[config.mk]
export PLATFORM = sky130hd
export DESIGN_NAME = tdm_demux_1_4
export DESIGN_NICKNAME = d
export VERILOG_FILES = /design/src/rtl/mux_pkg.sv /design/src/rtl/dec_2_4.sv /design/src/rtl/tdm_demux_1_4.sv
export SDC_FILE = /design/constraint.sdc
export NUM_CORES = 1
export LEC_CHECK = 0
export BUFFER_PORTS_ARGS = -buffer_cell sky130_fd_sc_hd__buf_2
export CAP_MARGIN = 20
export CORE_AREA = 4 4 42 44
export DETAILED_ROUTE_END_ITERATION = 8
export DIE_AREA = 0 0 46 48
export PLACE_DENSITY = 0.62
export SETUP_SLACK_MARGIN = 0.3
export SLEW_MARGIN = 20
export SYNTH_ARGS = -nofsm -noshare
export SYNTH_HDL_FRONTEND = slang
export SYNTH_SLANG_ARGS = --single-unit
[constraint.sdc]
create_clock -name clk -period 3.5 [get_ports clk]
set_input_delay 0.525 -clock clk [delete_from_list [all_inputs] [get_ports clk]]
set_output_delay 0.525 -clock clk [all_outputs]
set_load 0.05 [all_outputs]
[src/rtl/mux_pkg.sv]
// Shared constants and types for the 1:4 TDM demultiplexer.
// TDM_DEMUX_PARITY_EN adds a fifth, even-parity slot to each frame.
package mux_pkg;

  localparam int NUM_CH = 4;

`ifdef TDM_DEMUX_PARITY_EN
  localparam int FRAME_LEN = NUM_CH + 1;
`else
  localparam int FRAME_LEN = NUM_CH;
`endif

  localparam int SW = (FRAME_LEN > 4) ? 3 : 2;

  typedef enum logic {
    HUNT   = 1'b0,
    LOCKED = 1'b1
  } state_e;

  function automatic logic [SW-1:0] slot_inc(
    input logic [SW-1:0] s
  );
    if (s == SW'(FRAME_LEN - 1))
      slot_inc = '0;
    else
      slot_inc = s + 1'b1;
  endfunction

endpackage

[src/rtl/dec_2_4.sv]
// Slot index to one-hot shadow write enable.
// Only channel slots reach this decoder; en gates the whole output.
module dec_2_4 (
  input  logic [1:0] sel,
  input  logic       en,
  output logic [3:0] oh
);

  always_comb begin
    oh = '0;
    if (en) begin
      unique case (sel)
        2'd0: oh = 4'b0001;
        2'd1: oh = 4'b0010;
        2'd2: oh = 4'b0100;
        2'd3: oh = 4'b1000;
        default: oh = '0;
      endcase
    end
  end

endmodule

[src/rtl/tdm_demux_1_4.sv]
// Serial TDM stream to 4-channel registered parallel frame.
// Define TDM_DEMUX_PARITY_EN for a 5-slot frame with parity check.
module tdm_demux_1_4
  import mux_pkg::*;
#(
  parameter int W = 1
) (
  input  logic              clk,
  input  logic              rst,
  input  logic [W-1:0]      din,
  input  logic              valid,
  input  logic              sync,
  output logic [4*W-1:0]    Y,
  output logic [SW-1:0]     S,
  output logic              locked,
  output logic              frame_done,
  output logic              sync_err,
  output logic              parity_err
);

  state_e state_q, state_d;

  logic [SW-1:0]     slot_q, slot_d;
  logic [W-1:0]      shadow_q [NUM_CH];
  logic [W-1:0]      shadow_d [NUM_CH];
  logic [4*W-1:0]    y_q, y_d;
  logic              fd_q, fd_d;
  logic              se_q, se_d;
  logic              pe_q, pe_d;

  logic              acc;
  logic              resync;
  logic [SW-1:0]     wr_slot;
  logic              wr_en;
  logic [NUM_CH-1:0] we;
  logic [4*W-1:0]    fr;
  logic              commit;
`ifdef TDM_DEMUX_PARITY_EN
  logic [W-1:0]      par;
  logic              last;
`endif

  // FSM state register
  always_ff @(posedge clk) begin
    if (rst)
      state_q <= HUNT;
    else
      state_q <= state_d;
  end

  always_comb begin
    state_d = state_q;
    unique case (state_q)
      HUNT:    if (valid && sync) state_d = LOCKED;
      LOCKED:  state_d = LOCKED;
      default: state_d = HUNT;
    endcase
  end

  always_comb begin
    locked = (state_q == LOCKED);
  end

  // A valid sync always restarts the frame at slot 0
  always_comb begin
    acc     = valid & (sync | (state_q == LOCKED));
    resync  = valid & sync;
    wr_slot = resync ? '0 : slot_q;
    slot_d  = acc ? slot_inc(wr_slot) : slot_q;
`ifdef TDM_DEMUX_PARITY_EN
    wr_en   = acc & (wr_slot != 3'd4);
`else
    wr_en   = acc;
`endif
  end

  dec_2_4 u_dec (
    .sel (wr_slot[1:0]),
    .en  (wr_en),
    .oh  (we)
  );

  always_comb begin
    fr = '0;
    for (int k = 0; k < NUM_CH - 1; k++)
      fr[k*W +: W] = shadow_q[k];
`ifdef TDM_DEMUX_PARITY_EN
    fr[(NUM_CH-1)*W +: W] = shadow_q[NUM_CH-1];
    par = '0;
    for (int k = 0; k < NUM_CH; k++)
      par = par ^ shadow_q[k];
    last   = acc & (wr_slot == 3'd4);
    commit = last & (din == par);
    pe_d   = last & (din != par);
`else
    // Slot 3 bypasses the shadow so Y lands on the same edge
    fr[(NUM_CH-1)*W +: W] = din;
    commit = acc & (wr_slot == 2'd3);
    pe_d   = 1'b0;
`endif
    se_d = resync & (state_q == LOCKED) & (slot_q != '0);
    fd_d = commit;
    y_d  = commit ? fr : y_q;
    for (int k = 0; k < NUM_CH; k++) begin
      if (we[k])
        shadow_d[k] = din;
      else if (resync && k != 0)
        shadow_d[k] = '0;
      else
        shadow_d[k] = shadow_q[k];
    end
  end

  always_ff @(posedge clk) begin
    if (rst) begin
      slot_q   <= '0;
      shadow_q <= '{default: '0};
      y_q      <= '0;
      fd_q     <= 1'b0;
      se_q     <= 1'b0;
      pe_q     <= 1'b0;
    end else begin
      slot_q   <= slot_d;
      shadow_q <= shadow_d;
      y_q      <= y_d;
      fd_q     <= fd_d;
      se_q     <= se_d;
      pe_q     <= pe_d;
    end
  end

  assign Y          = y_q;
  assign S          = slot_q;
  assign frame_done = fd_q;
  assign sync_err   = se_q;
  assign parity_err = pe_q;

endmodule

==> summary.md, run 1 <==
| Metric | Value |
|---|---|
| DIE HEIGHT | `48 µm` |
| Number of global-route vias before repair | `438` |
| Uppermost routed layer | `met3` |
| Crit Reg-Reg Startpoint | `S[0]` |
| Clock latency on the worst-skew pair | `0.27 ns` |
| Count of mapped cells out of synthesis | `63` |
| Worst Clk Skew | `0.00204 ns` |
| Kind of start point of the critical path | `register` |
| Hold/Removal Path Class | `register to register` |
| Max Root-Sink Buffers | `2` |
| R2r endpoint | `Y[3]` |
| Pre-CTS worst setup slack | `1.68 ns` |
| Average footprint of a synthesized cell | `8.34 µm²` |
| Vias after detailed routing | `460` |
| Synthesized net count | `72` |
| Post-CTS resize count | `0` |
| WL final | `1030 µm` |
| Worst-case vdd ir drop | `0.220 mV` |
| Cell Rows | `14` |
| Cell taking the most area after synthesis | `dfxtp_1` |
| Root Buffer | `clkbuf_4` |
| Detail-routed net length per standard cell | `11.1 µm` |
| Global-route wire length before repair | `1810 µm` |
| Gate family responsible for the most delay along the worst path | `flip-flops` |
| Post-CTS Setup Repair Bufs | `0` |
| Number of distinct library cells after synthesis | `17` |
| RSZ-0062 raised after global routing | `no` |
| Total chip power | `0.000286 W` |
| Crit Path Max Fanout | `7` |
| Arrival time at the worst endpoint | `0.99 ns` |
| Post-layout net count | `87` |
| Growth of design area from synthesis to finish | `19.5%` |
| Number of cell instances on the worst register-to-register path | `6` |
| Setup slack of the most critical reg-to-reg path | `2.13 ns` |
| Total number of H-tree levels | `1` |
| Largest net degree at the start of global routing | `13` |
| Clock tree sinks | `12` |
| Post-detailed-route via-to-cell ratio | `4.95` |
| Time the worst path needs with I/O delays and setup | `1.52 ns` |
| Number of standard cells in the layout, taps in and fillers out | `93` |
| Synth warn | `0` |
| Final cycle utilization of the critical path | `43.3%` |
| Count of endpoints failing hold in the final timing report | `0` |
| Number of nets still failing antenna checks after routing | `0` |
| CTS clock-pin slew for the worst setup and hold paths | `0.08 ns` |
| Final sum of negative setup slack | `0 ns` |
| All-Layer GR Usage | `11.9%` |
| Buf+Inv Stages, Crit Path | `1` |
| Share of layout cells above drive strength 1 | `23.4%` |
| Full die area | `2210 µm²` |
| Initial antenna violation count | `0` |
| CP endpoint kind | `primary output` |
| Std-Cell Core Area | `1440 µm²` |
| Top cell type's share of synthesized area | `45.7%` |
| Crit path kind | `register to primary output` |
| Number of placed instances with taps included | `89` |
| Count of port buffers added during placement | `13` |
| Max-cap violations | `0` |
| Final-report max-slew violation count | `0` |
| Count of unresolved DRC violations after routing | `0` |
| Crit. path cell count | `1` |
| Worst stage delay on the critical path | `0.42 ns` |
| Sequential cell area fraction in the yosys report | `45.7%` |
| Clock tree from TritonCTS | `yes` |
| Hold Buf Count CTS | `0` |
| Critical Path RT | `2.97 ns` |
| Met1 layer wirelength in the final routing | `470 µm` |
| Number of buffers created by CTS | `3` |
| Grt total ovfl | `0` |
| Total of flip-flops plus latches after synthesis | `12` |
| Count of endpoints failing setup in the final report | `0` |
| Power density relative to cell area | `456 nW/µm²` |
| Initial core utilization | `36.6%` |
| Worst Setup SP | `locked` |
| Leak pwr | `0.287 nW` |
| Netlist Area Pre-Place | `526 µm²` |
| Diodes inserted | `0` |
| Width of the chip | `46 µm` |
| Initial DRC Count | `8` |
| Routability-driven placement congestion ratio | `0.722` |
| Worst-path cell with the longest stage delay | `dfxtp_1` |
| Detailed-router iteration count before antenna repair | `4` |
| Count of pins on the block boundary | `15` |
| Met3 WL | `110 µm` |
| Destination of the critical timing path | `locked` |
| Cell-by-cell listing of the critical path | `buf_2` |
| Leading post-synthesis cells by cell area | `dfxtp_1, ha_1, a21oi_1, nand3_1, nand2_1` |
| Achievable clock frequency | `660 MHz` |
| Result of the run | `finished, final reports clean` |
| Detail Placement HPWL | `780 µm` |
| Slack of the critical path | `1.98 ns` |
| Met2 routed wirelength | `449 µm` |
## sequential cells by signal (all words and copies together), names as in the netlist
register / count
Y: 4
fr: 3
S: 2
frame_done: 1
locked: 1
sync_err: 1
## metrics by stage
| stage | util, % | instance area (µm²) | hold WS [ns] |
|---|---|---|---|
| 6_report | 43.7 | 628 | 0.454 |
| 5_1_grt | 43.7 | 628 | 0.483 |
| 4_1_cts | 43.7 | 628 | 0.458 |
| 3_5_place_dp | 41.2 | 592 | 0.446 |
| 2_1_floorplan | - | 526 | 0.440 |
| 3_3_place_gp | 41.2 | 592 | 0.441 |
## worst min-delay path: cells and delay by family (launching register included)
family	cells	cell delay (ns)
AOI/OAI and AO/OA	1	0.05
DFF	1	0.31
and+or+nand+nor	1	0.05
## cell usage in the layout (no fill, tap or decap), drive strengths merged, types with 2 or more instances in the layout
cell and count:
buf 13, o21ai 2, a21oi 9, inv 5, ha 4, o211ai 3
dfxtp 12, nor2 4, nand3 7, clkbuf 4, nand2 9
## area by class of cell
type                            instances  area, µm²
Multi-Input combinational cell         43        248
Inverter                                5       18.8
Tap cell                               16       20.0
Timing Repair Buffer                   13       65.1
Clock buffer                            4       36.3
Sequential cell                        12        240
Fill cell                             159        808
## routing by layer
| layer | vias up | GRT usage [%] |
|---|---|---|
| met4 | 0 | 6.82 |
| met1 | 196 | 13.9 |
| li1 | 240 | - |
| met3 | 0 | 5.26 |
| met2 | 24 | 18.1 |
| met5 | - | 0 |
## synth_stat cells
cell / number
a21oi_1: 9
and4b_2: 1
buf_4: 2
clkbuf_1: 1
conb_1: 1
dfxtp_1: 12
ha_1: 4
inv_1: 5
nand2_1: 9
nand3_1: 7
nor2_1: 4
nor3_1: 1
nor4b_1: 1
o211ai_1: 3
o21a_1: 1
o21ai_0: 1
o21ai_1: 1
## where the power goes
| part | total (W) | switching (W) | internal, W |
|---|---|---|---|
| Combinational | 0.0000332 | 0.0000245 | 0.00000867 |
| Clock | 0.000110 | 0.0000471 | 0.0000632 |
| Sequential | 0.000143 | 0.00000329 | 0.000140 |
| Total | 0.000286 | 0.0000749 | 0.000212 |
## worst min-delay path by stage
stage / from / endpoint / slack, ns / depth (start not counted)
2_1_floorplan: fr[0] / Y[0] / 0.44 / 2
6_report: Y[0] / Y[0] / 0.45 / 2
3_5_place_dp: Y[0] / Y[0] / 0.45 / 2
4_1_cts: Y[0] / Y[0] / 0.46 / 2
3_3_place_gp: Y[0] / Y[0] / 0.44 / 2
5_1_grt: Y[2] / Y[2] / 0.48 / 2
## cell families after synthesis
family	synth area share, %
AND/OR/NAND/NOR	20.7
adder cells (fa/ha/maj)	9.52
buffers and inverters	7.14
AO/OA/AOI/OAI	16.2
other	0.714
flip-flops	45.7
Power figures use the tool's default switching activity.
==> run 2, diff against run 1 <==
==> constraint.sdc (replaced) <==
create_clock -name clk -period 1.5 [get_ports clk]
set_input_delay 0.225 -clock clk [delete_from_list [all_inputs] [get_ports clk]]
set_output_delay 0.225 -clock clk [all_outputs]
set_load 0.05 [all_outputs]
==> run 2 against run 1 <==
  * Final cell count up 3.2%
  * Total power up 140%
  * Global-route usage down 2.3 points
  * Clock power up 130%
==> summary.md, run 2 (same netlist as run 1, synthesis figures left out) <==
| Metric | Value |
|---|---|
| Clock latency on the worst-skew pair | `0.27 ns (about the same)` |
| Count of pins on the block boundary | `15 (unchanged)` |
| Detailed-router iteration count before antenna repair | `4 (unchanged)` |
| Global-route wire length before repair | `1540 µm (-15%)` |
| Total number of H-tree levels | `1 (unchanged)` |
| Width of the chip | `46 µm (unchanged)` |
| Number of global-route vias before repair | `370 (-16%)` |
| Max Root-Sink Buffers | `2 (unchanged)` |
| Total chip power | `0.000684 W (+140%)` |
| Diodes inserted | `0 (unchanged)` |
| Number of buffers created by CTS | `3 (unchanged)` |
| Hold Buf Count CTS | `0 (unchanged)` |
| Leak pwr | `0.306 nW (+6.5%)` |
| Critical Path RT | `1.27 ns (-1.70 ns)` |
| Time the worst path needs with I/O delays and setup | `1.16 ns` |
| Arrival time at the worst endpoint | `0.93 ns (-0.06 ns)` |
| Post-layout net count | `90 (+3.4%)` |
| Worst-path cell with the longest stage delay | `dfxtp_2` |
| Number of nets still failing antenna checks after routing | `0 (unchanged)` |
| Cell-by-cell listing of the critical path | `buf_2` |
| Gate family responsible for the most delay along the worst path | `flip-flops` |
| Number of cell instances on the worst register-to-register path | `6 (unchanged)` |
| Crit Path Max Fanout | `7 (unchanged)` |
| Routability-driven placement congestion ratio | `0.729 (+0.93%)` |
| Result of the run | `finished, final reports clean` |
| Count of port buffers added during placement | `13 (unchanged)` |
| CP endpoint kind | `primary output` |
| Top library cells by usage in the layout, fill and taps aside | `buf_2, dfxtp_1, a21oi_1, nand3_1, nand2_1` |
| Worst stage delay on the critical path | `0.38 ns (-0.04 ns)` |
| Max FFs per register | `4 (unchanged)` |
| Max-cap violations | `0 (unchanged)` |
| Crit Reg-Reg Startpoint | `S[0]` |
| Worst-case vdd ir drop | `0.394 mV (+79%)` |
| Endpoint of the worst hold-timing path | `fr[2]` |
| CTS clock-pin slew for the worst setup and hold paths | `0.08 ns (about the same)` |
| Final-report max-slew violation count | `0 (unchanged)` |
| Kind of start point of the critical path | `register` |
| Buf+Inv Stages, Crit Path | `1 (unchanged)` |
| Detail Placement HPWL | `771 µm (-1.2%)` |
| Clock tree from TritonCTS | `yes` |
| Largest net degree at the start of global routing | `13 (unchanged)` |
| Worst min-delay path startpoint | `din` |
| Setup slack of the most critical reg-to-reg path | `0.35 ns (-1.78 ns)` |
| Count of unresolved DRC violations after routing | `0 (unchanged)` |
| Count of endpoints failing setup in the final report | `0 (unchanged)` |
| Crit path kind | `register to primary output` |
| Worst Clk Skew | `0.00211 ns (+0.0000626 ns)` |
| Final cycle utilization of the critical path | `77.1%` |
| Detail-routed net length per standard cell | `11.5 µm (+4.2%)` |
| Initial antenna violation count | `0 (unchanged)` |
| Instance count along the most critical hold path | `3 (+1)` |
| Post-detailed-route via-to-cell ratio | `5.02 (+1.5%)` |
| Final sum of negative setup slack | `0 ns (unchanged)` |
| WL final | `1110 µm (+7.6%)` |
| R2r endpoint | `fr[0]` |
| Clock tree sinks | `12 (unchanged)` |
| Initial DRC Count | `9 (+1)` |
| Vias after detailed routing | `482 (+4.8%)` |
| All-Layer GR Usage | `9.64% (-2.3 points)` |
| Initial core utilization | `36.6% (unchanged)` |
| Commonest non-fill, non-tap cell in the layout | `buf_2` |
| Full die area | `2210 µm² (unchanged)` |
| Hold/Removal Path Class | `input pin to register` |
| Share of layout cells above drive strength 1 | `38.8% (+15 points)` |
| Power density relative to cell area | `984 nW/µm² (+120%)` |
| DIE HEIGHT | `48 µm (unchanged)` |
| Root Buffer | `clkbuf_4` |
| Grt total ovfl | `0 (unchanged)` |
| Achievable clock frequency | `865 MHz` |
| Count of endpoints failing hold in the final timing report | `0 (unchanged)` |
| Std-Cell Core Area | `1440 µm² (unchanged)` |
| RSZ-0062 raised after global routing | `yes` |
| Cell Rows | `14 (unchanged)` |
| Growth of design area from synthesis to finish | `32.4%` |
## run 2: changes by cell type in the layout (fill, tap and decap cells not counted), moves of 2 or more
cell | previous run | this run
dfxtp_4 | 0 | 2
dfxtp_1 | 12 | 9
nand2_1 | 9 | 6
buf_4 | 0 | 3
nand2_4 | 0 | 2
inv_1 | 5 | 3
## run 2: worst max-delay path by stage
stage                     startpoint     end  slack (ns)  cells after the start
after floorplan                 S[1]    Y[0]        0.32                      6
after global placement          sync    Y[3]        0.12                      8
after detailed placement        sync    Y[3]        0.09                      8
after CTS                       S[0]    Y[0]        0.30                      6
after global routing            S[0]    Y[2]        0.29                      6
final                         locked  locked        0.34                      1
## run 2: stage by stage
| stage | setup slack, ns | cells | hold slack [ns] | util [%] | area [µm²] |
|---|---|---|---|---|---|
| 3_5_place_dp | 0.0856 | 89 | 0.446 | 43.0 | 618 |
| 3_3_place_gp | 0.118 | 89 | 0.439 | 43.0 | 618 |
| 6_report | 0.343 | 96 | 0.238 | 48.4 | 696 |
| 5_1_grt | 0.286 | 96 | 0.240 | 48.4 | 696 |
| 4_1_cts | 0.301 | 93 | 0.233 | 45.6 | 654 |
| 2_1_floorplan | 0.321 | 63 | 0.293 | - | 552 |
## run 2: cell type report
class,instances,area [µm²]
clock buffers,4,36.3
multi-input cells,43,282
well taps,16,20.0
fillers,138,741
inverters,5,21.3
flip-flops and latches,12,249
repair buffers,16,87.6
## run 2: worst min-delay path, cell delays in order
cell and delay (ns):
buf_2 0.12, nand3_1 0.06, a21oi_1 0.05
## run 2: repair_timing
item	CTS	global route
setup endpoints to repair	0	4
resized for setup	0	5
buffers inserted	0	3
## run 2: per-layer routing
metal | vias to the layer above | part of all wire [%] | GRT usage [%]
met3 | 0 | 6.2 | 1.50
li1 | 250 | - | -
met2 | 16 | 46 | 14.8
met5 | - | 0 | 0
met1 | 216 | 48 | 12.2
met4 | 0 | 0 | 6.82
## run 2: where the power goes
group	leakage [nW]	switching, W	total, W	internal (W)
Combinational	0.186	0.0000655	0.0000930	0.0000276
Sequential	0.0990	0.00000889	0.000334	0.000325
Clock	0.0210	0.000110	0.000257	0.000147
Total	0.306	0.000184	0.000684	0.000500
